<file path="src/rtl/game_pkg.sv">
// Shared definitions for the game sequencer slice: FSM state encodings,
// obstacle map width and the obstacle LFSR polynomial.
package game_pkg;

  localparam int unsigned MAP_W = 16;

  // Feedback taps of the 16-bit Fibonacci LFSR: bits 15, 13, 12 and 10.
  localparam logic [15:0] LFSR_TAPS = 16'hB400;

  typedef enum logic [1:0] {
    ST_IDLE = 2'd0,
    ST_RUN  = 2'd1,
    ST_DEAD = 2'd2,
    ST_BAD  = 2'd3
  } state_t;

  // One LFSR step: shift left, new bit0 is the XOR of the tapped bits.
  function automatic logic [15:0] lfsr_step(input logic [15:0] s);
    return {s[14:0], ^(s & LFSR_TAPS)};
  endfunction

endpackage

</file>
<file path="src/rtl/game_sequencer_if.sv">
// Bus between the game sequencer and its environment (buttons + physics engine).
//   start, jump_btn      : button levels, pre-synchronized
//   eng_dead, eng_jump   : engine collision / airborne flags
//   eng_start            : engine enable (state==RUN)
//   eng_jump_req         : one-cycle jump pulse to the engine
//   map                  : obstacle map, bit15 = player cell, bit0 = entry cell
//   tick                 : one-cycle game-tick strobe
//   state, score         : FSM state and obstacles cleared
//   game_over            : state==DEAD
// master = environment side, slave = sequencer side.
interface game_sequencer_if #(
  parameter int unsigned SCORE_W = 8
);
  import game_pkg::*;

  logic               start;
  logic               jump_btn;
  logic               eng_dead;
  logic               eng_jump;
  logic               eng_start;
  logic               eng_jump_req;
  logic [MAP_W-1:0]   map;
  logic               tick;
  logic [1:0]         state;
  logic [SCORE_W-1:0] score;
  logic               game_over;

  modport master (
    output start, jump_btn, eng_dead, eng_jump,
    input  eng_start, eng_jump_req, map, tick, state, score, game_over
  );

  modport slave (
    input  start, jump_btn, eng_dead, eng_jump,
    output eng_start, eng_jump_req, map, tick, state, score, game_over
  );

endinterface

</file>
<file path="src/rtl/obstacle_gen.sv">
// Obstacle source: 16-bit LFSR plus the spacing rule that keeps at least two
// empty cells behind every obstacle.
//   clk, rst : clock, synchronous active-high reset
//   load     : restart, reloads the seed
//   adv      : game tick, advances the LFSR
//   map_lo   : current map[1:0]
//   new_bit  : obstacle to insert at the entry cell on this tick
module obstacle_gen
  import game_pkg::*;
#(
  parameter logic [15:0] LFSR_SEED = 16'hACE1
) (
  input  logic       clk,
  input  logic       rst,
  input  logic       load,
  input  logic       adv,
  input  logic [1:0] map_lo,
  output logic       new_bit
);

  logic [15:0] r_lfsr;

  always_ff @(posedge clk) begin
    if (rst || load) begin
      r_lfsr <= LFSR_SEED;
    end else if (adv) begin
      r_lfsr <= lfsr_step(r_lfsr);
    end
  end

  assign new_bit = r_lfsr[0] & ~map_lo[0] & ~map_lo[1];

endmodule

</file>
<file path="src/rtl/game_sequencer.sv">
// Game controller for the physics engine: IDLE/RUN/DEAD state machine,
// game-tick prescaler, scrolling obstacle map, score keeping and
// edge-detected jump forwarding.
//   clk, rst : clock, synchronous active-high reset
//   bus      : game_sequencer_if slave (buttons, engine flags, map/score/state)
module game_sequencer
  import game_pkg::*;
#(
  parameter int unsigned TICK_DIV  = 4,
  parameter int unsigned SCORE_W   = 8,
  parameter logic [15:0] LFSR_SEED = 16'hACE1
) (
  input  logic             clk,
  input  logic             rst,
  game_sequencer_if.slave  bus
);

  localparam int unsigned   PW        = (TICK_DIV > 1) ? $clog2(TICK_DIV) : 1;
  localparam logic [PW-1:0] PRESC_MAX = PW'(TICK_DIV - 1);

  state_t             r_state;
  state_t             w_state_nxt;
  logic [PW-1:0]      r_presc;
  logic [MAP_W-1:0]   r_map;
  logic [SCORE_W-1:0] r_score;
  logic               r_jump_pend;
  logic               r_start_q;
  logic               r_jump_q;

  logic w_start_rise;
  logic w_jump_rise;
  logic w_run;
  logic w_tick;
  logic w_enter_run;
  logic w_advance;
  logic w_new_bit;

  assign w_start_rise = bus.start & ~r_start_q;
  assign w_jump_rise  = bus.jump_btn & ~r_jump_q;
  assign w_run        = (r_state == ST_RUN);
  assign w_tick       = w_run && (r_presc == PRESC_MAX);
  assign w_enter_run  = w_start_rise && ((r_state == ST_IDLE) || (r_state == ST_DEAD));
  // A collision reported on a tick cycle wins: the tick scrolls nothing.
  assign w_advance    = w_tick & ~bus.eng_dead;

  obstacle_gen #(
    .LFSR_SEED (LFSR_SEED)
  ) u_obstacle_gen (
    .clk     (clk),
    .rst     (rst),
    .load    (w_enter_run),
    .adv     (w_advance),
    .map_lo  (r_map[1:0]),
    .new_bit (w_new_bit)
  );

  always_comb begin
    w_state_nxt = r_state;
    case (r_state)
      ST_IDLE, ST_DEAD: if (w_start_rise) w_state_nxt = ST_RUN;
      ST_RUN:           if (bus.eng_dead) w_state_nxt = ST_DEAD;
      default:          w_state_nxt = ST_IDLE;
    endcase
  end

  always_comb begin
    bus.eng_start    = w_run;
    bus.game_over    = (r_state == ST_DEAD);
    bus.tick         = w_tick;
    bus.eng_jump_req = w_advance & (r_jump_pend | w_jump_rise) & ~bus.eng_jump;
  end

  assign bus.map   = r_map;
  assign bus.score = r_score;
  assign bus.state = r_state;

  always_ff @(posedge clk) begin
    if (rst) begin
      r_state     <= ST_IDLE;
      r_presc     <= '0;
      r_map       <= '0;
      r_score     <= '0;
      r_jump_pend <= 1'b0;
      r_start_q   <= 1'b0;
      r_jump_q    <= 1'b0;
    end else begin
      r_state   <= w_state_nxt;
      r_start_q <= bus.start;
      r_jump_q  <= bus.jump_btn;
      if (w_enter_run) begin
        r_presc     <= '0;
        r_map       <= '0;
        r_score     <= '0;
        r_jump_pend <= 1'b0;
      end else if (w_run) begin
        r_presc <= (r_presc == PRESC_MAX) ? '0 : r_presc + 1'b1;
        // Every tick consumes the pending request, granted or not.
        if (w_tick) begin
          r_jump_pend <= 1'b0;
        end else if (w_jump_rise) begin
          r_jump_pend <= 1'b1;
        end
        if (w_advance) begin
          r_map <= {r_map[MAP_W-2:0], w_new_bit};
          if (r_map[MAP_W-1] && (r_score != '1)) begin
            r_score <= r_score + 1'b1;
          end
        end
      end
    end
  end

endmodule

</file>
<file path="src/flat_wrapper.sv">
// flat-port wrapper written by rule: the top's interface ports become plain ports
module game_sequencer_flat import game_pkg::*;
#(
  parameter int unsigned TICK_DIV  = 4,
  parameter int unsigned SCORE_W   = 8,
  parameter logic [15:0] LFSR_SEED = 16'hACE1
)
  (clk, rst, bus_start, bus_jump_btn, bus_eng_dead, bus_eng_jump, bus_eng_start, bus_eng_jump_req, bus_map, bus_tick, bus_state, bus_score, bus_game_over);
  game_sequencer_if #(.SCORE_W(SCORE_W)) bus_i ();
  input  logic clk;
  input  logic rst;
  input wire logic [$bits(bus_i.start)-1:0] bus_start;
  input wire logic [$bits(bus_i.jump_btn)-1:0] bus_jump_btn;
  input wire logic [$bits(bus_i.eng_dead)-1:0] bus_eng_dead;
  input wire logic [$bits(bus_i.eng_jump)-1:0] bus_eng_jump;
  output wire logic [$bits(bus_i.eng_start)-1:0] bus_eng_start;
  output wire logic [$bits(bus_i.eng_jump_req)-1:0] bus_eng_jump_req;
  output wire logic [$bits(bus_i.map)-1:0] bus_map;
  output wire logic [$bits(bus_i.tick)-1:0] bus_tick;
  output wire logic [$bits(bus_i.state)-1:0] bus_state;
  output wire logic [$bits(bus_i.score)-1:0] bus_score;
  output wire logic [$bits(bus_i.game_over)-1:0] bus_game_over;
  assign bus_i.start = bus_start;
  assign bus_i.jump_btn = bus_jump_btn;
  assign bus_i.eng_dead = bus_eng_dead;
  assign bus_i.eng_jump = bus_eng_jump;
  assign bus_eng_start = bus_i.eng_start;
  assign bus_eng_jump_req = bus_i.eng_jump_req;
  assign bus_map = bus_i.map;
  assign bus_tick = bus_i.tick;
  assign bus_state = bus_i.state;
  assign bus_score = bus_i.score;
  assign bus_game_over = bus_i.game_over;
  game_sequencer #(.TICK_DIV(TICK_DIV), .SCORE_W(SCORE_W), .LFSR_SEED(LFSR_SEED)) u_core (.clk(clk), .rst(rst), .bus(bus_i));
endmodule
</file>
<file path="config.mk">
export PLATFORM = sky130hd
export DESIGN_NAME = game_sequencer_flat
export DESIGN_NICKNAME = d
export VERILOG_FILES = /design/src/rtl/game_pkg.sv /design/src/rtl/game_sequencer_if.sv /design/src/rtl/obstacle_gen.sv /design/src/rtl/game_sequencer.sv /design/src/flat_wrapper.sv
export SDC_FILE = /design/constraint.sdc
export NUM_CORES = 1
export LEC_CHECK = 0
export CAP_MARGIN = 25
export CORE_MARGIN = 4
export CORE_UTILIZATION = 45
export DETAILED_ROUTE_END_ITERATION = 10
export PLACE_DENSITY = 0.82
export SLEW_MARGIN = 20
export SYNTH_ARGS = -nofsm -noshare
export SYNTH_HDL_FRONTEND = slang
export SYNTH_SLANG_ARGS = --single-unit
</file>
<file path="constraint.sdc">
create_clock -name clk -period 2.4 [get_ports clk]
set_input_delay 0.6 -clock clk [delete_from_list [all_inputs] [get_ports clk]]
set_output_delay 0.6 -clock clk [all_outputs]
set_load 0.02 [all_outputs]
</file>
# == Word level (Yosys, flattened, before mapping) ==
# Cells that the tools add are included.
# classes
addsub,2
eq_ne,6
mux,6
n_bitwise,14
reduce_logical,14
# op_table
operator,n
parity 16 bit,1
adder 8 x 1 -> 8 bit (second input constant),1
inequality test 8 bit (second input constant),1
bitwise AND 1 bit,7
2-to-1 mux 2 bit,3
NOT 1 bit,6
AND reduction 2 bit,3
== test 2 bit (second input constant),2
one-hot mux 2 bit (2 select lines),1
OR reduction 2 bit,2
logical AND 1 bit,3
AND reduction 3 bit,1
adder 2 x 1 -> 2 bit (second input constant),1
== test 2 x 1 -> 1 bit (second input constant),1
zero test 2 bit,1
logical OR 1 bit,2
2-to-1 mux 1 bit,2
inequality test 2 x 1 -> 1 bit (second input constant),1
inequality test 2 bit (second input constant),1
nonzero test 2 bit,1
OR 1 bit,1
# totals
reg_bits,47
inputBits,6

# == Longest topological paths before layout ==
# depth
depth_word,5
ltp_mapped,6
ltp_nobuf,5

# == By module ==
# From an unflattened synthesis, not the netlist that was laid out.
# unflattened
cells_unflattened,201
hier_area_um2,1878.1
# by_module_without_submodules
module,n_inst,cells_each,area_each_um2,seq_area_each_um2
game_sequencer,1,144,1239.9,620.6
obstacle_gen,1,57,638.1,320.3

# == Worst setup path before layout ==
# No wires, ideal clock.
# synth_timing
path_type,input-to-output
startpoint,input bus_eng_dead
endpoint,output bus_eng_jump_req
t_arrival_ns,1.522
t_required_ns,1.800
setup_slack_ns,0.278
cell_stages,5
path_cell_list,and4bb_1 -> buf_4 -> buf_2 -> o21ai_0 -> nor2_1
# synth_between
elab_chain_len,4
# synth_rtl
item,line,rtl
"start, declared",flat_wrapper.sv:14,input wire logic [$bits(bus_i.eng_dead)-1:0] bus_eng_dead;
NOT 1 bit,game_sequencer.sv:44,assign w_advance = w_tick & ~bus.eng_dead;
bitwise AND 1 bit,game_sequencer.sv:44,
bitwise AND 1 bit (2 in series),game_sequencer.sv:70,bus.eng_jump_req = w_advance & (r_jump_pend | w_jump_rise) & ~bus.eng_jump;
"end, declared",flat_wrapper.sv:17,output wire logic [$bits(bus_i.eng_jump_req)-1:0] bus_eng_jump_req;
# No other way between the ends.

# == Worst setup path in the final report ==
# layout_timing
startpoint,register u_core.r_state[0] (netlist: u_core.bus.state[0])
endpoint,output bus_tick
# layout_between
elab_chain_len,2
# layout_rtl
item,line,rtl
"start, declared",game_sequencer.sv:21,state_t r_state;
"start signal, assigned",game_sequencer.sv:87,r_state <= w_state_nxt;
== test 2 x 1 -> 1 bit,game_sequencer.sv:40,assign w_run = (r_state == ST_RUN);
logical AND 1 bit,game_sequencer.sv:41,assign w_tick = w_run && (r_presc == PRESC_MAX);
"end, declared",flat_wrapper.sv:19,output wire logic [$bits(bus_i.tick)-1:0] bus_tick;
# No other way between the ends.

==> results.toml <==
[die]
start_util = 0.482
num_io_pins = 36
die_w_um = 71.8
die_area_um2 = 5150
die_h_um = 71.8
rows = 22
core_area_um2 = 3800

[placement]
place_congestion = 0.752
place_inst = 295
port_buffers = 35
place.detailed.hpwl_um = 2320
place_ws_ns = -0.275

[yosys]
synth.most_common_cell = "nand2_1"
synth_mux_area_frac = 0.0164
synth_xor_area_frac = 0.0431
synthDistinctLibCells = 33
synthSimpleGateAreaFrac = 0.261
syn_nets = 225
yosysWarnings = 0
synth_fa_ha_area_frac = 0.0137
ys_top_cells_by_area = "dfxtp_1 51%, nand2_1 13%, a21oi_1 7.4%"
synth_top_family_by_area = "simple AND/OR/NAND/NOR gates"
synth_area_leader_cell = "dfxtp_1"
synthFlopType = "dfxtp_1"
async_reset_ff_frac = 0
synth_area_per_cell_um2 = 8.43
synthCells = 217
synth_compound_area_frac = 0.117
synth_edf_count = 0
synth.top_cell.area_share = 0.514
synth.cell_area_um2 = 1830
synth-seq-cells = 47
yosysSeqAreaShare = 0.514
synth_common_cells = "63 x nand2_1, 47 x dfxtp_1, 27 x a21oi_1, 16 x nor2_1, 8 x nand3_1"

[sta]
fin_worst_skew_ns = 0.00514
whs_ns = 0.456
finalHoldViolations = 0
fmax_ghz = 0.430
setup_ws_ns = 0.0759
setup_viol = 0
worst_slew_pin_slew_ns = 0.538
period_share = 0.968
fin_crit_ns = 2.32
rsz0062_at_grt = "no"
slew_headroom = 0.640
maxSlewViolCount = 0

[worst_setup_path]
cp_max_fo = 6
crit_type = "register to primary output"
critical_path.cell_chain = "nor2b_4, and2_1, clkdlybuf4s50_1"
cp_data_arrival_time_ns = 1.72
crit_slowest_cell = "clkdlybuf4s50_1"
max_stage_delay_ns = 0.61
cp-start-kind = "register"
cp.required_ns = 1.80
cp-end-kind = "primary output"
r2r_cells = 6

[grt]
gr-total-overflow = 0
grt.total_usage = 0.141
grt_pass1_wl_um = 5840
grt_start_max_net_pins = 36
grt_pass1_vias = 1308
antenna_found_initial = 0

[power_and_ir_drop]
p_comb_frac = 0.048
p_leak_nw = 0.835
irDropWorstVdd_mv = 0.605
swShare = 0.206
clock_power_share = 0.393
p_int_mw = 1.12
p_sw_uw = 291
cellPowerDensity_nw_per_um2 = 598
pwr-share-seq = 0.559

[layout]
n_fill_cell = 323
final_layout_size_suffix_gt1_frac = 0.0787
final_cell_count_no_fill = 302
insertedDiodeCount = 0
area_growth_pct = 29.1
final_nets = 262

[clock_tree]
max-clock-path-buffers = 2
htreeDepth = 2
cts_setup_buffers = 0
cts_buffers = 5
path_clk_slew_ns = 0.08
clock_latency_ns = 0.30
tritoncts = "yes"
cts.sinks = 47
ctsRootBufferMaster = "clkbuf_8"

[hold_path]
min_path_type = "register to register"
min_path_cells = 2

[flow_run]
drv_cap = 0

[route]
viasPerCell = 5.04
detail_route.iter0.violations = 112
drc = 0
wl_per_cell_um = 11.5
ant_nets = 0
dr_total_vias = 1523
dr.pass1.iters = 4
wl_um = 3490

[status]
status = "completed"
## worst max-delay path: cells and delay by family (launching register included)
family	cells	cell delay, ns
buffers and inverters	1	0.61
flip-flops	1	0.42
AND/OR/NAND/NOR	2	0.40
## placed cells by master, fill, tap and decap left out, types with 4 or more instances in the layout
cell type,Yosys,routed
nand2_1,63,63
dfxtp_1,47,47
clkdlybuf4s50_1,0,34
a21oi_1,27,27
nor2_1,16,16
nand3_1,8,8
buf_4,1,7
xnor2_1,6,6
clkbuf_8,0,5
nor2b_1,5,4
## metrics by stage
| step | util | setup TNS [ns] | total power [mW] | cell area, um^2 |
|---|---|---|---|---|
| 2_1_floorplan | - | 0 | 0.841 | 1830 |
| 5_1_grt | 0.622 | 0 | 1.46 | 2360 |
| 3_5_place_dp | 0.593 | -0.275 | 0.873 | 2250 |
| 6_report | 0.622 | 0 | 1.41 | 2360 |
| 3_3_place_gp | 0.593 | -0.261 | 0.872 | 2250 |
| 4_1_cts | 0.622 | 0 | 1.42 | 2360 |
## worst paths after layout
| path | start | endpoint | slack [ns] |
|---|---|---|---|
| worst max register to register | u_core.r_presc[0]$_SDFFE_PP0N_ | u_core.bus.score[6]$_SDFFE_PP0P_ | 0.58 |
| worst min-delay path | u_core.u_obstacle_gen.r_lfsr[2]$_SDFFE_PP0N_ | u_core.u_obstacle_gen.r_lfsr[3]$_SDFFE_PP0N_ | 0.46 |
| worst min register to register | u_core.u_obstacle_gen.r_lfsr[2]$_SDFFE_PP0N_ | u_core.u_obstacle_gen.r_lfsr[3]$_SDFFE_PP0N_ | 0.46 |
| worst max-delay path | u_core.bus.state[0]$_SDFFE_PP0P_ | bus_tick | 0.08 |
## logic make-up after synthesis
family,Yosys count
muxes,3
AOI/OAI and AO/OA,36
and+or+nand+nor,106
DFF,47
xor gates and xnor gates,9
adders and majority gates,2
buffers and inverters,14
## routing by layer
metal  track usage  share of wire
met1         0.180           0.47
met2         0.220           0.46
met3        0.0547          0.055
met4        0.0438          0.011
met5             0              0
## power groups by stage
| stage | Clock (mW) | Sequential, mW | Combinational, mW |
|---|---|---|---|
| floorplan | 0 | 0.808 | 0.0331 |
| global placement | 0 | 0.807 | 0.0651 |
| detailed placement | 0 | 0.807 | 0.0665 |
| CTS | 0.568 | 0.789 | 0.0679 |
| global route | 0.597 | 0.790 | 0.0726 |
| finish | 0.555 | 0.789 | 0.0675 |
## flip-flops by register name, indices dropped and copies added, names as in the netlist
name                          count
u_core.bus.map                   16
u_core.bus.state                  2
u_core.u_obstacle_gen.r_lfsr     16
u_core.r_presc                    2
u_core.r_jump_q                   1
u_core.bus.score                  8
u_core.r_jump_pend                1
u_core.r_start_q                  1
## layout make-up
cell class                 count  area (um^2)  share of cell area
sequential                    47          941               0.399
clock buffer                   5         68.8              0.0291
timing repair buffer          43          418               0.177
clock inverter                 2         37.5              0.0159
inverter                       1         3.75             0.00159
tap                           48         60.1              0.0254
multi-input combinational    156          832               0.352
## repair_timing
item	CTS	global route
setup endpoints to repair	2	2
gates resized for setup	3	2
hold buffers	0	0
(Power assumes the default switching activity.)
